===== config.mk =====
export PLATFORM = sky130hd
export DESIGN_NAME = vram_writer
export DESIGN_NICKNAME = d
export VERILOG_FILES = /design/src/rtl/vram_writer_pkg.sv /design/src/rtl/vram_writer.sv
export SDC_FILE = /design/constraint.sdc
export NUM_CORES = 1
export LEC_CHECK = 0
export ABC_AREA = 1
export CORE_ASPECT_RATIO = 1.4
export CORE_UTILIZATION = 52
export CTS_CLUSTER_SIZE = 16
export DETAILED_ROUTE_END_ITERATION = 7
export HOLD_SLACK_MARGIN = 0.15
export PLACE_DENSITY_LB_ADDON = 0.3
export SLEW_MARGIN = 20
export SYNTH_ARGS = -nofsm -noshare
export SYNTH_HDL_FRONTEND = slang
export SYNTH_SLANG_ARGS = --single-unit

===== constraint.sdc =====
create_clock -name clk -period 2.5 [get_ports clk]
set_clock_uncertainty 0.15 [all_clocks]
set_input_delay 0.25 -clock clk [delete_from_list [all_inputs] [get_ports clk]]
set_output_delay 0.25 -clock clk [all_outputs]
set_load 0.1 [all_outputs]

===== src/rtl/vram_writer_pkg.sv =====
// Screen geometry, fill/control codes and writer state encoding.
// Shared by the character writer and the VGA display reader.
package vram_writer_pkg;

    localparam int unsigned VW_COLS  = 40;
    localparam int unsigned VW_ROWS  = 24;
    localparam logic [5:0]  VW_BLANK = 6'h20;
    localparam logic [6:0]  VW_CR    = 7'h0D;

    typedef enum logic [1:0] {
        IDLE   = 2'd0,
        WRITE  = 2'd1,
        SCROLL = 2'd2,
        CLEAR  = 2'd3
    } vw_state_e;

    typedef struct packed {
        logic       printable;
        logic       newline;
        logic [5:0] code;
    } vw_char_t;

    // Lower-case range folds onto upper case; control codes other than CR are dropped.
    function automatic vw_char_t decode_char(input logic [6:0] c);
        vw_char_t   d;
        logic [6:0] m;
        m           = (c >= 7'h60) ? (c - 7'h20) : c;
        d.printable = (c >= 7'h20);
        d.newline   = (c == VW_CR);
        d.code      = m[5:0];
        return d;
    endfunction

endpackage


===== src/rtl/vram_writer.sv =====
// Character-to-VRAM writer: places printable characters at the cursor,
// handles CR/wrap newlines, hardware scroll via a row offset, and full clear.
module vram_writer
    import vram_writer_pkg::*;
#(
    parameter int unsigned COLS  = VW_COLS,
    parameter int unsigned ROWS  = VW_ROWS,
    parameter logic [5:0]  BLANK = VW_BLANK
) (
    input  logic        clk,
    input  logic        rst_n,
    input  logic [6:0]  char_in,
    input  logic        char_valid,
    output logic        char_ready,
    input  logic        clr,
    output logic [10:0] w_addr,
    output logic        w_en,
    output logic [5:0]  w_data,
    output logic [4:0]  top_row,
    output logic [4:0]  cur_row,
    output logic [5:0]  cur_col,
    output logic        busy
);

    localparam logic [5:0] LAST_COL = 6'(COLS - 1);
    localparam logic [4:0] LAST_ROW = 5'(ROWS - 1);

    vw_state_e   state_q, state_d;
    logic [11:0] cnt_q, cnt_d;
    logic        w_en_q, w_en_d;
    logic [10:0] w_addr_q, w_addr_d;
    logic [5:0]  w_data_q, w_data_d;
    logic [4:0]  top_q, top_d;
    logic [4:0]  row_q, row_d;
    logic [5:0]  col_q, col_d;
    logic        busy_q, busy_d;

    vw_char_t    dc;
    logic        do_nl;
    logic [4:0]  wr_row;
    logic [4:0]  new_top;
    logic [4:0]  blank_row;

    always_ff @(posedge clk or negedge rst_n) begin
        if (!rst_n) begin
            state_q  <= CLEAR;
            cnt_q    <= '0;
            w_en_q   <= 1'b0;
            w_addr_q <= '0;
            w_data_q <= BLANK;
            top_q    <= '0;
            row_q    <= '0;
            col_q    <= '0;
            busy_q   <= 1'b1;
        end else begin
            state_q  <= state_d;
            cnt_q    <= cnt_d;
            w_en_q   <= w_en_d;
            w_addr_q <= w_addr_d;
            w_data_q <= w_data_d;
            top_q    <= top_d;
            row_q    <= row_d;
            col_q    <= col_d;
            busy_q   <= busy_d;
        end
    end

    always_comb begin
        state_d   = state_q;
        cnt_d     = cnt_q;
        w_en_d    = 1'b0;
        w_addr_d  = w_addr_q;
        w_data_d  = w_data_q;
        top_d     = top_q;
        row_d     = row_q;
        col_d     = col_q;
        do_nl     = 1'b0;
        dc        = decode_char(char_in);
        wr_row    = top_q + row_q;
        new_top   = top_q + 5'd1;
        blank_row = new_top + LAST_ROW;

        case (state_q)
            IDLE: begin
                if (clr) begin
                    state_d = CLEAR;
                    cnt_d   = '0;
                end else if (char_valid) begin
                    if (dc.printable) begin
                        state_d  = WRITE;
                        w_en_d   = 1'b1;
                        w_addr_d = {wr_row, col_q};
                        w_data_d = dc.code;
                    end else if (dc.newline) begin
                        do_nl = 1'b1;
                    end
                end
            end
            WRITE: begin
                if (col_q < LAST_COL) begin
                    col_d   = col_q + 6'd1;
                    state_d = IDLE;
                end else begin
                    do_nl = 1'b1;
                end
            end
            SCROLL: begin
                if (cnt_q[5:0] == LAST_COL) begin
                    state_d = IDLE;
                end else begin
                    cnt_d    = cnt_q + 12'd1;
                    w_en_d   = 1'b1;
                    w_addr_d = {w_addr_q[10:6], cnt_q[5:0] + 6'd1};
                    w_data_d = BLANK;
                end
            end
            CLEAR: begin
                // Bit 11 of the counter marks that address 2047 has been issued.
                if (cnt_q[11]) begin
                    state_d = IDLE;
                    top_d   = '0;
                    row_d   = '0;
                    col_d   = '0;
                end else begin
                    w_en_d   = 1'b1;
                    w_addr_d = cnt_q[10:0];
                    w_data_d = BLANK;
                    cnt_d    = cnt_q + 12'd1;
                end
            end
            default: state_d = CLEAR;
        endcase

        // Shared newline path for CR in IDLE and column wrap after WRITE.
        if (do_nl) begin
            col_d = '0;
            if (row_q < LAST_ROW) begin
                row_d   = row_q + 5'd1;
                state_d = IDLE;
            end else begin
                state_d  = SCROLL;
                top_d    = new_top;
                cnt_d    = '0;
                w_en_d   = 1'b1;
                w_addr_d = {blank_row, 6'd0};
                w_data_d = BLANK;
            end
        end

        busy_d = (state_d != IDLE);
    end

    assign char_ready = (state_q == IDLE) && !clr;
    assign w_en       = w_en_q;
    assign w_addr     = w_addr_q;
    assign w_data     = w_data_q;
    assign top_row    = top_q;
    assign cur_row    = row_q;
    assign cur_col    = col_q;
    assign busy       = busy_q;

endmodule


; Word level (Yosys, flattened, before mapping)
; Cells that the tools add are included.
[word_totals]
register_bits = 49
input_bits = 11
[op_classes]
n_addsub = 8
order_cmp = 4
eq_ne = 7
mux = 58
reduce_logical = 6
[ops]
columns = op, count
row1 = two-way mux 6 bit, 12
row2 = two-way mux 11 bit, 6
row3 = two-way mux 12 bit, 5
row4 = two-way mux 5 bit, 8
row5 = case mux 12 bit (3 select lines), 1
row6 = case mux 11 bit (3 select lines), 1
row7 = case mux 6 bit (3 select lines), 1
row8 = two-way mux 2 bit, 8
row9 = "adder 12 x 1 -> 12 bit, second input constant", 1
row10 = "adder 6 x 1 -> 6 bit, second input constant", 2
row11 = two-way mux 1 bit, 12
row12 = case mux 6 bit (2 select lines), 1
row13 = "adder 5 x 1 -> 5 bit, second input constant", 2
row14 = case mux 2 bit (4 select lines), 1
row15 = "== test 7 x 4 -> 1 bit, second input constant", 1
row16 = ">= comparator 7 x 6 -> 1 bit, second input constant", 1
row17 = ">= comparator 7 bit, second input constant", 1
row18 = "== test 6 bit, second input constant", 1
row19 = "less-than comparator 6 bit, second input constant", 1
row20 = "!= test 3 bit, second input constant", 2
row21 = "subtractor 6 bit, second input constant", 1
row22 = adder 5 bit, 1
row23 = "adder 5 bit, second input constant", 1
row24 = "less-than comparator 5 bit, second input constant", 1
row25 = other kinds (10), 11

; Logic depth before layout (Yosys ltp)
[depth]
depth_word = 8
depth_mapped = 11
mapped_depth_nobuf = 11

; Least setup slack after synthesis
; Ideal clock, no wire load.
[synth_timing]
kind = flip-flop to flip-flop
startpoint = register top_q[0], in the netlist top_row[0]
endpoint = register w_addr_q[10], in the netlist w_addr[10]
arrival_time_ns = 2.271
required_time_ns = 2.233
slack_ns = -0.038
stages_incl_launch_ff = 11
path_buffers = 0
cell_sequence = dfrtp_1 > ha_1 > inv_1 > fa_1 > nand3b_1 > nand3_1 > nand3_1 > nand2_1 > inv_1 > nor2_1 > nor2_1
[synth_via]
elab_chain_len = 7
elab_cells_between_ends = 9
[synth_lines]
columns = element, line
row1 = "start, declared", vram_writer.sv:33  ; logic [4:0] top_q, top_d;
row2 = "start signal, assigned", vram_writer.sv:61  ; top_q <= top_d;
row3 = adder 5 bit, vram_writer.sv:79  ; wr_row = top_q + row_q;
row4 = two-way mux 11 bit, vram_writer.sv:89  ; if (dc.printable) begin
row5 = two-way mux 11 bit, vram_writer.sv:88  ; end else if (char_valid) begin
row6 = two-way mux 11 bit, vram_writer.sv:85  ; if (clr) begin
row7 = case mux 11 bit (3 select lines), vram_writer.sv:83  ; case (state_q)
row8 = two-way mux 11 bit, vram_writer.sv:137  ; if (row_q < LAST_ROW) begin
row9 = two-way mux 11 bit *, vram_writer.sv:135  ; if (do_nl) begin
row10 = via w_addr_d[10], vram_writer.sv:31  ; logic [10:0] w_addr_q, w_addr_d;
row11 = "end signal, assigned", vram_writer.sv:59  ; w_addr_q <= w_addr_d;
row12 = "end, declared", vram_writer.sv:31
; Mark *: on every way through the listed nets, which the timed path passes. The rest lies on a longest branch.
; A chain may end at the register's enable or synchronous reset.

; Worst setup path after layout
[layout_timing]
startpoint = register state_q[1]
endpoint = register w_addr_q[7], in the netlist w_addr[7]
[layout_via]
elab_chain_len = 4
elab_cells_between_ends = 8
[layout_lines]
columns = element, line
row1 = "start, declared", vram_writer.sv:28  ; vw_state_e state_q, state_d;
row2 = "start signal, assigned", vram_writer.sv:56  ; state_q <= state_d;
row3 = == test 2 bit / logical NOT 2 bit (equally long branches), vram_writer.sv:83
row4 = case mux 11 bit (3 select lines), vram_writer.sv:83
row5 = two-way mux 11 bit, vram_writer.sv:137
row6 = two-way mux 11 bit *, vram_writer.sv:135
row7 = via w_addr_d[7], vram_writer.sv:31
; Marked as above.

==> parameters.txt <==
Parameter                              Value

GRT
  Initial antenna violation count    0
  Remaining global-route overflow    0
  Global-route wire length before repair    14000 um
  Pin count of the biggest net entering global routing    27
  Total global-route track usage    28.8%
  Vias in the first global route    3056

Pwr
  Peak VDD IR    0.000581 V
  Power, Total    4.39 mW
  Leakage    2.08 nW
  Total power divided by cell area    1150 nW/um^2

Final layout
  Share of cells above drive strength 1    14.4%
  Filler instances    552
  Inserted Diodes    0
  Area overhead of the layout relative to synthesis    18.1%
  # nets final    553
  Post-route cell area    3830 um^2
  Final core occ    64.5%

Placed design
  # port buffers    46
  GPL Wtd Cong    0.920
  Post-placement worst setup slack    0.110 ns
  Instance area after placement    3740 um^2
  Post-detailed-placement half-perimeter wirelength    6650 um

Die
  Die Wd    68.8 um
  Effective utilization at floorplan    54.6%
  DIE HEIGHT    95.5 um
  Number of primary I/O pins    47
  Area of the die    6570 um^2
  Core area    5950 um^2
  Placement row count    33

Clock tree
  Clock-pin slew on the worst setup and hold paths    0.09 ns
  H-Tree Depth    2
  Clock sinks    49
  TritonCTS Buffers    5
  Buffer depth of the longest clock path    2
  Clock network latency to the later pin of the worst-skew pair    0.31 ns
  Post-cts resize count    0
  Clock tree from TritonCTS    yes
  CTS Root Cell    sky130_fd_sc_hd__clkbuf_8

Timing
  Worst slew slack as a fraction of its limit    66.7%
  Setup TNS after final layout    0 ns
  RSZ-0062 raised after global routing    no
  Number of endpoints with negative hold slack in the final report    0
  Final WS setup    0.267 ns
  Number of max-slew violations in the final report    0
  Setup-failing EPs final    0
  Final critical delay including setup and external delays    2.23 ns
  Post-route fraction of the period consumed by the critical path    89.3%
  Max Freq    448 MHz
  Worst Tran Pin Value    0.500 ns

Synthesis
  Number of distinct library cells after synthesis    35
  Post-synthesis xor/xnor area fraction    2.16%
  Most frequently used flop master after synthesis    sky130_fd_sc_hd__dfrtp_1
  Most used standard cell by instance count after synthesis    sky130_fd_sc_hd__nand2_1
  Most instantiated cells after synthesis    sky130_fd_sc_hd__nand2_1, sky130_fd_sc_hd__inv_1, sky130_fd_sc_hd__nor2_1
  Total of flip-flops plus latches after synthesis    49
  Synth top area share    34.7%
  Area of the mapped netlist    3250 um^2
  Number of synthesized flops with an enable pin    0
  Post-synthesis net count    497
  Compound-gate portion of the synthesized area    10.8%
  Largest family of logic cells by synthesized area    simple AND/OR/NAND/NOR gates
  Cell type with the highest aggregate area in the netlist    sky130_fd_sc_hd__dfrtp_1
  Post-synthesis share of cell area spent on and, or, nand and nor gates    35.7%
  Post-Synthesis Cells    476
  Biggest area contributors in the synthesized netlist    sky130_fd_sc_hd__dfrtp_1, sky130_fd_sc_hd__nand2_1, sky130_fd_sc_hd__inv_1, sky130_fd_sc_hd__nand3_1, sky130_fd_sc_hd__nor2_1
  Share of synthesized cell area in full adder, half adder and majority cells    4.08%
  Multiplexer share of the synthesized area    0%
  Synth warn    0
  Async set or reset register ratio after synthesis    100%
  Sequential-to-total area share from yosys stat    37.9%
  Post-synthesis average cell area    6.82 um^2

Setup path
  Type of destination of the critical path    flop
  Cell chain of the critical path    clkinv_1, nand2_2, nor2_4, nand3_2, nand2_2, nand2_2, buf_4, nand2_1, nor2_1, nor2_1
  Standard cell with the maximum stage delay on the critical path    sky130_fd_sc_hd__dfstp_2
  Maximum fanout encountered on the critical timing path    21
  Most numerous cell on the critical path    sky130_fd_sc_hd__nand2_2
  Crit path largest cell delay    0.62 ns
  Data arrival, critical path    2.28 ns
  Start point of the critical path    state_q[1]
  Source of the worst register-to-register timing path    state_q[1]
  Required time of the critical path    2.55 ns
  Critical setup path kind    flop to flop
  CP startpoint kind    flop

Run status
  Outcome    complete, no violations

Detailed routing
  Residual antenna-violating net count after detailed routing    0
  Average via count per standard cell    5.55
  DRT Pass-1 Iters    5
  Residual DRC count    0
  Vias    3346
  Initial drt markers    288
  Average routed wire per standard cell    14.6 um
  Post-Route WL    8780 um

Run
  Max capacitance violation total    0

Worst hold path
  Hold WC Path Type    input port to asynchronous set/reset pin
-- cells in the final DEF, fill, tap and decap left out, types with 4 or more instances in the layout --
master and count:
sky130_fd_sc_hd__a21oi_1 24, sky130_fd_sc_hd__buf_4 47, sky130_fd_sc_hd__clkbuf_8 5, sky130_fd_sc_hd__clkdlybuf4s50_1 9, sky130_fd_sc_hd__dfrtp_1 44, sky130_fd_sc_hd__dfstp_2 4
sky130_fd_sc_hd__ha_1 9, sky130_fd_sc_hd__inv_1 61, sky130_fd_sc_hd__nand2_1 131, sky130_fd_sc_hd__nand2_2 5, sky130_fd_sc_hd__nand3_1 45, sky130_fd_sc_hd__nand4_1 8
sky130_fd_sc_hd__nor2_1 60, sky130_fd_sc_hd__nor3_1 4, sky130_fd_sc_hd__o21ai_0 31, sky130_fd_sc_hd__o21ai_1 4, sky130_fd_sc_hd__xor2_1 5
-- cell type report --
| cell class | instances | area (um^2) | share of cell area (%) |
|---|---|---|---|
| Clock inverter | 1 | 5.00 | 0.131 |
| Tap cell | 70 | 87.6 | 2.28 |
| Inverter | 65 | 244 | 6.36 |
| Multi-Input combinational cell | 352 | 1710 | 44.6 |
| Clock buffer | 7 | 76.3 | 1.99 |
| Timing Repair Buffer | 59 | 478 | 12.5 |
| Sequential cell | 49 | 1230 | 32.1 |
-- registers in the layout, indices dropped and copies added (netlist names) --
| register | count |
|---|---|
| w_data | 6 |
| cur_col | 6 |
| cur_row | 5 |
| top_row | 5 |
| w_en | 1 |
| busy | 1 |
| cnt_q | 12 |
| state_q | 2 |
| w_addr | 11 |
-- cells by family (layout without fill, tap and decap cells) --
| family | after synthesis | count (layout) |
|---|---|---|
| AND/OR/NAND/NOR | 267 | 267 |
| buffers and inverters | 75 | 132 |
| AO/OA/AOI/OAI | 67 | 67 |
| flip-flops | 49 | 49 |
| adder cells (fa/ha/maj) | 10 | 10 |
| XOR/XNOR | 8 | 8 |
-- where the power goes --
group / leakage, nW / switching, mW / internal, mW
logic: 1.39 / 2.01 / 0.657
registers: 0.644 / 0.219 / 1.03
clock network: 0.0422 / 0.274 / 0.197
total: 2.08 / 2.51 / 1.88
-- worst paths after layout --
check,end,cells past startpoint,slack (ns)
min in group clk,cur_col[3],2,0.36
hold reg to reg,cur_col[3],2,0.36
hold / removal,cnt_q[2],3,0.31
setup / recovery,w_addr[7],10,0.27
setup reg to reg,w_addr[7],10,0.27
max in group asynchronous,state_q[1],3,1.57
-- metal layers --
metal	GRT usage [%]	wire length, um
met2	50.2	4530
met1	34.9	3660
met3	3.35	305
met5	0	0
met4	12.6	289
-- what timing repair did --
item,CTS,global route
endpoints found under the hold margin,49,0
buffers inserted,0,0
hold buffers,1,0
-- per-stage QoR --
stage / hold WS (ns) / cells
after floorplan: -0.196 / 476
after global placement: 0.116 / 594
after detailed placement: 0.123 / 594
after CTS: 0.324 / 603
after global routing: 0.394 / 603
final: 0.308 / 603
-- critical path: cells and delay by family (launching register included) --
| kind | cells | cell delay, ns |
|---|---|---|
| buffers and inverters | 2 | 0.39 |
| flip-flops | 1 | 0.62 |
| AND/OR/NAND/NOR | 8 | 0.97 |
No activity file was read; power rests on OpenSTA's default activity.
